### config.mk
export PLATFORM = sky130hd
export DESIGN_NAME = cla_pipe_adder_flat
export DESIGN_NICKNAME = d
export VERILOG_FILES = /design/src/rtl/cla_pipe_adder_if.sv /design/src/rtl/cla_pipe_adder.sv /design/src/flat_wrapper.sv
export SDC_FILE = /design/constraint.sdc
export NUM_CORES = 1
export LEC_CHECK = 0
export CAP_MARGIN = 10
export CORE_MARGIN = 2
export CORE_UTILIZATION = 50
export DETAILED_ROUTE_END_ITERATION = 8
export GPL_TIMING_DRIVEN = 1
export PLACE_DENSITY = 0.76
export SKIP_LAST_GASP = 1
export SYNTH_ARGS = -nofsm -noshare
export SYNTH_HDL_FRONTEND = slang
export SYNTH_SLANG_ARGS = --single-unit
### constraint.sdc
create_clock -name clk -period 3.2 [get_ports clk]
set_input_delay 0.64 -clock clk [delete_from_list [all_inputs] [get_ports clk]]
set_output_delay 0.64 -clock clk [all_outputs]
set_load 0.01 [all_outputs]
### src/rtl/cla_pipe_adder_if.sv
// Operand/result handshake bundle for cla_pipe_adder.
// ovf exists only when CLA_OVF_EN is defined.
interface cla_pipe_adder_if #(
    parameter int WIDTH = 16
);
    logic             in_valid;
    logic             in_ready;
    logic [WIDTH-1:0] a;
    logic [WIDTH-1:0] b;
    logic             ci;
    logic             sub;
    logic             out_valid;
    logic             out_ready;
    logic [WIDTH-1:0] s;
    logic             co;
`ifdef CLA_OVF_EN
    logic             ovf;
`endif

    modport master (
`ifdef CLA_OVF_EN
        input  ovf,
`endif
        output in_valid, a, b, ci, sub, out_ready,
        input  in_ready, out_valid, s, co
    );

    modport slave (
`ifdef CLA_OVF_EN
        output ovf,
`endif
        input  in_valid, a, b, ci, sub, out_ready,
        output in_ready, out_valid, s, co
    );
endinterface

### src/rtl/cla_pipe_adder.sv
// Pipelined carry-lookahead adder/subtractor: each stage resolves STAGE_GROUPS lookahead groups.
// Define CLA_OVF_EN to add a registered two's-complement overflow flag (ovf).
module cla_pipe_adder #(
    parameter int WIDTH        = 16,
    parameter int GROUP        = 4,
    parameter int STAGE_GROUPS = 1
) (
    input logic             clk,
    input logic             rst,
    cla_pipe_adder_if.slave io
);
    localparam int SW     = GROUP * STAGE_GROUPS;
    localparam int NSTAGE = WIDTH / SW;

    // Two-level lookahead: group G/P from bits, group carries from G/P, then bit carries per group.
    function automatic logic [SW:0] cla_carries(input logic [SW-1:0] g, input logic [SW-1:0] p,
                                                input logic c0);
        logic [STAGE_GROUPS-1:0] gg;
        logic [STAGE_GROUPS-1:0] gp;
        logic [STAGE_GROUPS:0]   gc;
        logic [SW:0]             c;
        logic                    acc;
        logic                    pr;
        gg = '0;
        gp = '0;
        gc = '0;
        c  = '0;
        for (int j = 0; j < STAGE_GROUPS; j++) begin
            acc = 1'b0;
            pr  = 1'b1;
            for (int i = GROUP - 1; i >= 0; i--) begin
                acc = acc | (g[j*GROUP+i] & pr);
                pr  = pr & p[j*GROUP+i];
            end
            gg[j] = acc;
            gp[j] = pr;
        end
        gc[0] = c0;
        for (int j = 0; j < STAGE_GROUPS; j++) begin
            acc = 1'b0;
            pr  = 1'b1;
            for (int m = j; m >= 0; m--) begin
                acc = acc | (gg[m] & pr);
                pr  = pr & gp[m];
            end
            gc[j+1] = acc | (pr & c0);
        end
        for (int j = 0; j <= STAGE_GROUPS; j++) c[j*GROUP] = gc[j];
        for (int j = 0; j < STAGE_GROUPS; j++) begin
            for (int i = 1; i < GROUP; i++) begin
                acc = 1'b0;
                pr  = 1'b1;
                for (int m = i - 1; m >= 0; m--) begin
                    acc = acc | (g[j*GROUP+m] & pr);
                    pr  = pr & p[j*GROUP+m];
                end
                c[j*GROUP+i] = acc | (pr & gc[j]);
            end
        end
        return c;
    endfunction

    logic             adv;
    logic [WIDTH-1:0] bx;

    assign bx = io.b ^ {WIDTH{io.sub}};

    for (genvar k = 0; k < NSTAGE; k++) begin : g_stg
        localparam int RW = WIDTH - k * SW;  // operand bits not yet consumed

        logic [RW-1:0]       ain;
        logic [RW-1:0]       bin;
        logic                cin;
        logic                vin;
        logic [SW:0]         bc;
        logic [SW-1:0]       ssum;
        logic [(k+1)*SW-1:0] sum_d;
        logic [(k+1)*SW-1:0] sum_q;
        logic                vld_q;
        logic                cout_q;

        if (k == 0) begin : g_head
            assign ain   = io.a;
            assign bin   = bx;
            assign cin   = io.ci ^ io.sub;
            assign vin   = io.in_valid;
            assign sum_d = ssum;
        end else begin : g_body
            assign ain   = g_stg[k-1].g_fwd.a_q;
            assign bin   = g_stg[k-1].g_fwd.b_q;
            assign cin   = g_stg[k-1].cout_q;
            assign vin   = g_stg[k-1].vld_q;
            assign sum_d = {ssum, g_stg[k-1].sum_q};
        end

        assign bc   = cla_carries(ain[SW-1:0] & bin[SW-1:0], ain[SW-1:0] ^ bin[SW-1:0], cin);
        assign ssum = ain[SW-1:0] ^ bin[SW-1:0] ^ bc[SW-1:0];

        // Data only loads with a valid beat so s/co hold the last result across bubbles.
        always_ff @(posedge clk or posedge rst) begin
            if (rst) begin
                vld_q  <= 1'b0;
                cout_q <= 1'b0;
                sum_q  <= '0;
            end else if (adv) begin
                vld_q <= vin;
                if (vin) begin
                    cout_q <= bc[SW];
                    sum_q  <= sum_d;
                end
            end
        end

        if (k < NSTAGE - 1) begin : g_fwd
            logic [RW-SW-1:0] a_q;
            logic [RW-SW-1:0] b_q;

            always_ff @(posedge clk or posedge rst) begin
                if (rst) begin
                    a_q <= '0;
                    b_q <= '0;
                end else if (adv && vin) begin
                    a_q <= ain[RW-1:SW];
                    b_q <= bin[RW-1:SW];
                end
            end
        end
    end

    assign adv          = io.out_ready | ~g_stg[NSTAGE-1].vld_q;
    assign io.in_ready  = adv;
    assign io.out_valid = g_stg[NSTAGE-1].vld_q;
    assign io.s         = g_stg[NSTAGE-1].sum_q;
    assign io.co        = g_stg[NSTAGE-1].cout_q;

`ifdef CLA_OVF_EN
    logic ovf_q;

    // Signed overflow: carry into the MSB differs from carry out of it.
    always_ff @(posedge clk or posedge rst) begin
        if (rst) begin
            ovf_q <= 1'b0;
        end else if (adv && g_stg[NSTAGE-1].vin) begin
            ovf_q <= g_stg[NSTAGE-1].bc[SW-1] ^ g_stg[NSTAGE-1].bc[SW];
        end
    end

    assign io.ovf = ovf_q;
`endif
endmodule

### src/flat_wrapper.sv
// flat-port wrapper written by rule: the top's interface ports become plain ports
module cla_pipe_adder_flat 
#(
    parameter int WIDTH        = 16,
    parameter int GROUP        = 4,
    parameter int STAGE_GROUPS = 1
)
  (clk, rst, io_in_valid, io_a, io_b, io_ci, io_sub, io_out_ready, io_in_ready, io_out_valid, io_s, io_co);
  cla_pipe_adder_if #(.WIDTH(WIDTH)) io_i ();
  input logic clk;
  input logic rst;
  input wire logic [$bits(io_i.in_valid)-1:0] io_in_valid;
  input wire logic [$bits(io_i.a)-1:0] io_a;
  input wire logic [$bits(io_i.b)-1:0] io_b;
  input wire logic [$bits(io_i.ci)-1:0] io_ci;
  input wire logic [$bits(io_i.sub)-1:0] io_sub;
  input wire logic [$bits(io_i.out_ready)-1:0] io_out_ready;
  output wire logic [$bits(io_i.in_ready)-1:0] io_in_ready;
  output wire logic [$bits(io_i.out_valid)-1:0] io_out_valid;
  output wire logic [$bits(io_i.s)-1:0] io_s;
  output wire logic [$bits(io_i.co)-1:0] io_co;
  assign io_i.in_valid = io_in_valid;
  assign io_i.a = io_a;
  assign io_i.b = io_b;
  assign io_i.ci = io_ci;
  assign io_i.sub = io_sub;
  assign io_i.out_ready = io_out_ready;
  assign io_in_ready = io_i.in_ready;
  assign io_out_valid = io_i.out_valid;
  assign io_s = io_i.s;
  assign io_co = io_i.co;
  cla_pipe_adder #(.WIDTH(WIDTH), .GROUP(GROUP), .STAGE_GROUPS(STAGE_GROUPS)) u_core (.clk(clk), .rst(rst), .io(io_i));
endmodule
==> results_tabular.tex <==
\begin{tabular}{lr}
\hline
Metric & Value \\
\hline
\multicolumn{2}{l}{\textbf{Worst setup path}} \\
\quad Setup crit start kind & input port \\
\quad Largest incremental delay on the critical path & 0.57 ns \\
\quad Crit path kind & in -> out \\
\quad Critical Path Most Common Cell & sky130\_fd\_sc\_hd\_\_clkdlybuf4s50\_1 \\
\quad WP data required & 2.56 ns \\
\quad Endpoint kind of the worst setup timing path & primary output \\
\quad Largest fanout on the critical path & 12 \\
\quad Worst path slowest cell & sky130\_fd\_sc\_hd\_\_clkdlybuf4s50\_1 \\
\quad Data arrival time of the worst path & 1.91 ns \\
\quad Cell Chain, Critical Path & clkdlybuf4s50\_1 > nand2b\_4 > clkdlybuf4s50\_1 \\
\multicolumn{2}{l}{\textbf{Timing}} \\
\quad Count of final max-slew check failures & 0 \\
\quad Number of failing setup endpoints in the final timing report & 0 \\
\quad Hold slack final & 0.481 ns \\
\quad Worst-case headroom to the max-slew limit & 47.6\% \\
\quad Final worst clock skew & 0.00825 ns \\
\quad Max frequency & 393 MHz \\
\quad Minimum period implied by the final worst setup slack & 2.55 ns \\
\quad RSZ-0062 raised after global routing & false \\
\quad Final total negative setup slack & 0 ns \\
\quad Final period util & 79.6\% \\
\quad Final-report hold violation count & 0 \\
\quad Transition time at the pin with the least slew margin & 0.785 ns \\
\multicolumn{2}{l}{\textbf{Global routing}} \\
\quad Global-route wire length before repair & 11900 µm \\
\quad Total gr overflow & 0 \\
\quad Total routing usage reported by global routing & 15.2\% \\
\quad Maximum number of pins on one net before global-route repair & 52 \\
\quad Number of global-route vias before repair & 2509 \\
\quad Antenna violations before repair & 0 \\
\multicolumn{2}{l}{\textbf{Pwr}} \\
\quad Worst IR drop on VDD & 0.355 mV \\
\quad Leakage power of the design & 2.39 nW \\
\quad Power Dens Cells & 918 mW/mm² \\
\multicolumn{2}{l}{\textbf{Final layout}} \\
\quad Fraction of layout cells with a size suffix above 1 & 22.4\% \\
\quad Commonest non-fill, non-tap cell in the layout & sky130\_fd\_sc\_hd\_\_dfrtp\_1 \\
\quad Synth-to-layout area growth & 18.3\% \\
\quad Net total in the final layout & 445 \\
\quad Commonest cells after routing, fill and taps aside & sky130\_fd\_sc\_hd\_\_dfrtp\_1 (96), sky130\_fd\_sc\_hd\_\_clkdlybuf4s50\_1 (56), sky130\_fd\_sc\_hd\_\_mux2\_2 (40), sky130\_fd\_sc\_hd\_\_o21ai\_0 (31), sky130\_fd\_sc\_hd\_\_nand2\_1 (29) \\
\quad Antenna diode count & 0 \\
\multicolumn{2}{l}{\textbf{Clock network}} \\
\quad Num CTS Buffers & 9 \\
\quad Clock tree from TritonCTS & yes \\
\quad Worst-case clock buffer depth & 2 \\
\quad Number of instances resized during post-cts repair & 0 \\
\quad Buffer type at the clock tree root & sky130\_fd\_sc\_hd\_\_clkbuf\_8 \\
\quad Clock tree sinks & 96 \\
\quad Clock transition at the registers of the reported paths & 0.09 ns \\
\quad Post-CTS Repair Setup Buffers & 0 \\
\quad Count of H-tree levels built during CTS & 3 \\
\quad Clock insertion delay at the later pin of the skew report & 0.35 ns \\
\quad Count of hold-fix buffers inserted at cts & 0 \\
\multicolumn{2}{l}{\textbf{Place}} \\
\quad HPWL after detailed placement & 4940 µm \\
\quad Count of buffers inserted at the top-level ports & 56 \\
\quad Final weighted congestion in routability-driven placement & 0.730 \\
\multicolumn{2}{l}{\textbf{Detailed routing}} \\
\quad Via density & 5.06 \\
\quad Router iterations before antenna repair & 6 \\
\quad Avg WL per Cell & 13.3 µm \\
\quad Overall routed net length & 6670 µm \\
\quad Number of antenna-violating nets in the routed design & 0 \\
\quad DRC violation total after the first TritonRoute iteration & 118 \\
\quad Via Count & 2530 \\
\quad \# DRC & 0 \\
\multicolumn{2}{l}{\textbf{Floorplanning}} \\
\quad Count of pins on the block boundary & 57 \\
\quad Number of standard-cell rows in the floorplan & 34 \\
\quad CORE AREA & 0.00864 mm² \\
\quad Die width & 97.9 µm \\
\quad Area of the die & 0.00959 mm² \\
\quad Effective utilization at floorplan & 51.1\% \\
\quad Die Y & 97.9 µm \\
\multicolumn{2}{l}{\textbf{Outcome}} \\
\quad Status & complete, no violations \\
\multicolumn{2}{l}{\textbf{Synth}} \\
\quad Post-synthesis cell count & 331 \\
\quad \#FFs+latches synth & 96 \\
\quad Warning count from the yosys run & 0 \\
\quad Per-instance average area after synthesis & 13.3 µm² \\
\quad Proportion of netlist area held by the largest area contributor & 54.5\% \\
\quad Cell type with the largest total area after synthesis & sky130\_fd\_sc\_hd\_\_dfrtp\_1 \\
\quad Net count after synthesis & 389 \\
\quad Sequential share of the synthesized area & 54.5\% \\
\quad Distinct cells, synth & 32 \\
\quad Synth top area cells & sky130\_fd\_sc\_hd\_\_dfrtp\_1 (54\%), sky130\_fd\_sc\_hd\_\_mux2\_2 (10\%), sky130\_fd\_sc\_hd\_\_mux2\_4 (6.8\%) \\
\quad Cell Area, Synth & 0.00441 mm² \\
\multicolumn{2}{l}{\textbf{Run}} \\
\quad Maximum Capacitance Violations & 0 \\
\multicolumn{2}{l}{\textbf{Hold path}} \\
\quad Path class of the lowest-slack min-delay path & reg -> reg \\
\hline
\end{tabular}
==> cell type report <==
cell class                 count  area, µm²
clock inverter                 6       66.3
multi-input combinational    205       1820
tap                          108        135
clock buffer                  10        138
sequential                    96       2400
inverter                      16       61.3
timing repair buffer          59        596
fill                         698       3410
==> power breakdown <==
part           internal (W)  total (W)  switching [W]
clock              0.000387   0.000791       0.000405
sequential          0.00175    0.00208       0.000322
combinational       0.00111    0.00192       0.000813
==> routing by layer <==
layer / share of wire, % / routed length (µm) / track usage, %
met5: 0 / 0 / 0
met4: 2.3 / 155 / 7.05
met3: 3.6 / 239 / 2.58
met2: 45 / 2990 / 23.3
met1: 49 / 3290 / 21.5
==> through the flow <==
stage	area [µm²]	power, W	utilization (%)	setup slack (ns)	instances
after floorplan	4410	0.00353	-	0.0546	331
after global placement	5020	0.00396	58.1	0.652	484
after global routing	5220	0.00518	60.5	0.613	500
after CTS	5220	0.00486	60.5	0.644	500
final	5220	0.00479	60.5	0.653	500
after detailed placement	5020	0.00406	58.1	0.649	484
==> critical path: cells and delay by family <==
| kind | cells | cell delay (ns) |
|---|---|---|
| AND/OR/NAND/NOR | 1 | 0.23 |
| buffers and inverters | 2 | 1.03 |
==> synthesized netlist by cell type <==
cell and count:
sky130_fd_sc_hd__clkbuf_1 1, sky130_fd_sc_hd__buf_6 6, sky130_fd_sc_hd__a21oi_1 8, sky130_fd_sc_hd__nand2_2 1, sky130_fd_sc_hd__nor3_1 1, sky130_fd_sc_hd__nand2b_4 1
sky130_fd_sc_hd__mux2_4 20, sky130_fd_sc_hd__o21ai_0 31, sky130_fd_sc_hd__fa_1 4, sky130_fd_sc_hd__o2111ai_1 1, sky130_fd_sc_hd__a21o_1 3, sky130_fd_sc_hd__inv_1 16
sky130_fd_sc_hd__ha_1 16, sky130_fd_sc_hd__mux2_2 40, sky130_fd_sc_hd__buf_4 2, sky130_fd_sc_hd__nor2_1 3, sky130_fd_sc_hd__xnor2_4 1, sky130_fd_sc_hd__xor2_1 12
sky130_fd_sc_hd__nand2_1 29, sky130_fd_sc_hd__xnor2_1 14, sky130_fd_sc_hd__buf_2 4, sky130_fd_sc_hd__o22ai_2 1, sky130_fd_sc_hd__a211oi_1 6, sky130_fd_sc_hd__nand2_4 3
sky130_fd_sc_hd__o31ai_2 1, sky130_fd_sc_hd__o211ai_1 1, sky130_fd_sc_hd__nand3_1 3, sky130_fd_sc_hd__a22o_1 1, sky130_fd_sc_hd__o21a_1 1, sky130_fd_sc_hd__o21bai_1 3
sky130_fd_sc_hd__dfrtp_1 96, sky130_fd_sc_hd__buf_12 1
==> path summary, 6_finish.rpt <==
| kind | cells past startpoint | slack (ns) | end | startpoint |
|---|---|---|---|---|
| max in group asynchronous | 3 | 1.77 | u_core.g_stg[0].vld_q | rst |
| worst min register to register | 2 | 0.48 | u_core.g_stg[1].sum_q[7] | u_core.g_stg[1].sum_q[7] |
| worst max register to register | 5 | 1.53 | u_core.io.co | u_core.g_stg[2].g_fwd.b_q[0] |
| worst min-delay path | 2 | 0.48 | u_core.g_stg[1].sum_q[7] | u_core.g_stg[1].sum_q[7] |
| worst max-delay path | 3 | 0.65 | io_in_ready | io_out_ready |
| min in group asynchronous | 2 | 0.72 | u_core.io.s[12] | rst |
==> registers in the layout (all words and copies together), names as in the netlist <==
register / flops
u_core.g_stg.cout_q: 3
u_core.g_stg.g_fwd.a_q: 24
u_core.g_stg.g_fwd.b_q: 24
u_core.g_stg.sum_q: 24
u_core.g_stg.vld_q: 3
u_core.io.co: 1
u_core.io.out_valid: 1
u_core.io.s: 16
==> cells by family (layout without fill, tap and decap cells) <==
kind of cell / after synthesis / after routing / share of synthesized area [%]
AOI/OAI and AO/OA: 57 / 57 / 7.77
xor gates and xnor gates: 27 / 27 / 5.79
adders and majority gates: 20 / 20 / 6.35
buffers and inverters: 30 / 91 / 4.23
DFF: 96 / 96 / 54.5
muxes: 60 / 60 / 17.0
and+or+nand+nor: 41 / 41 / 4.40
Note: power is estimated with default switching activity, not from simulation.
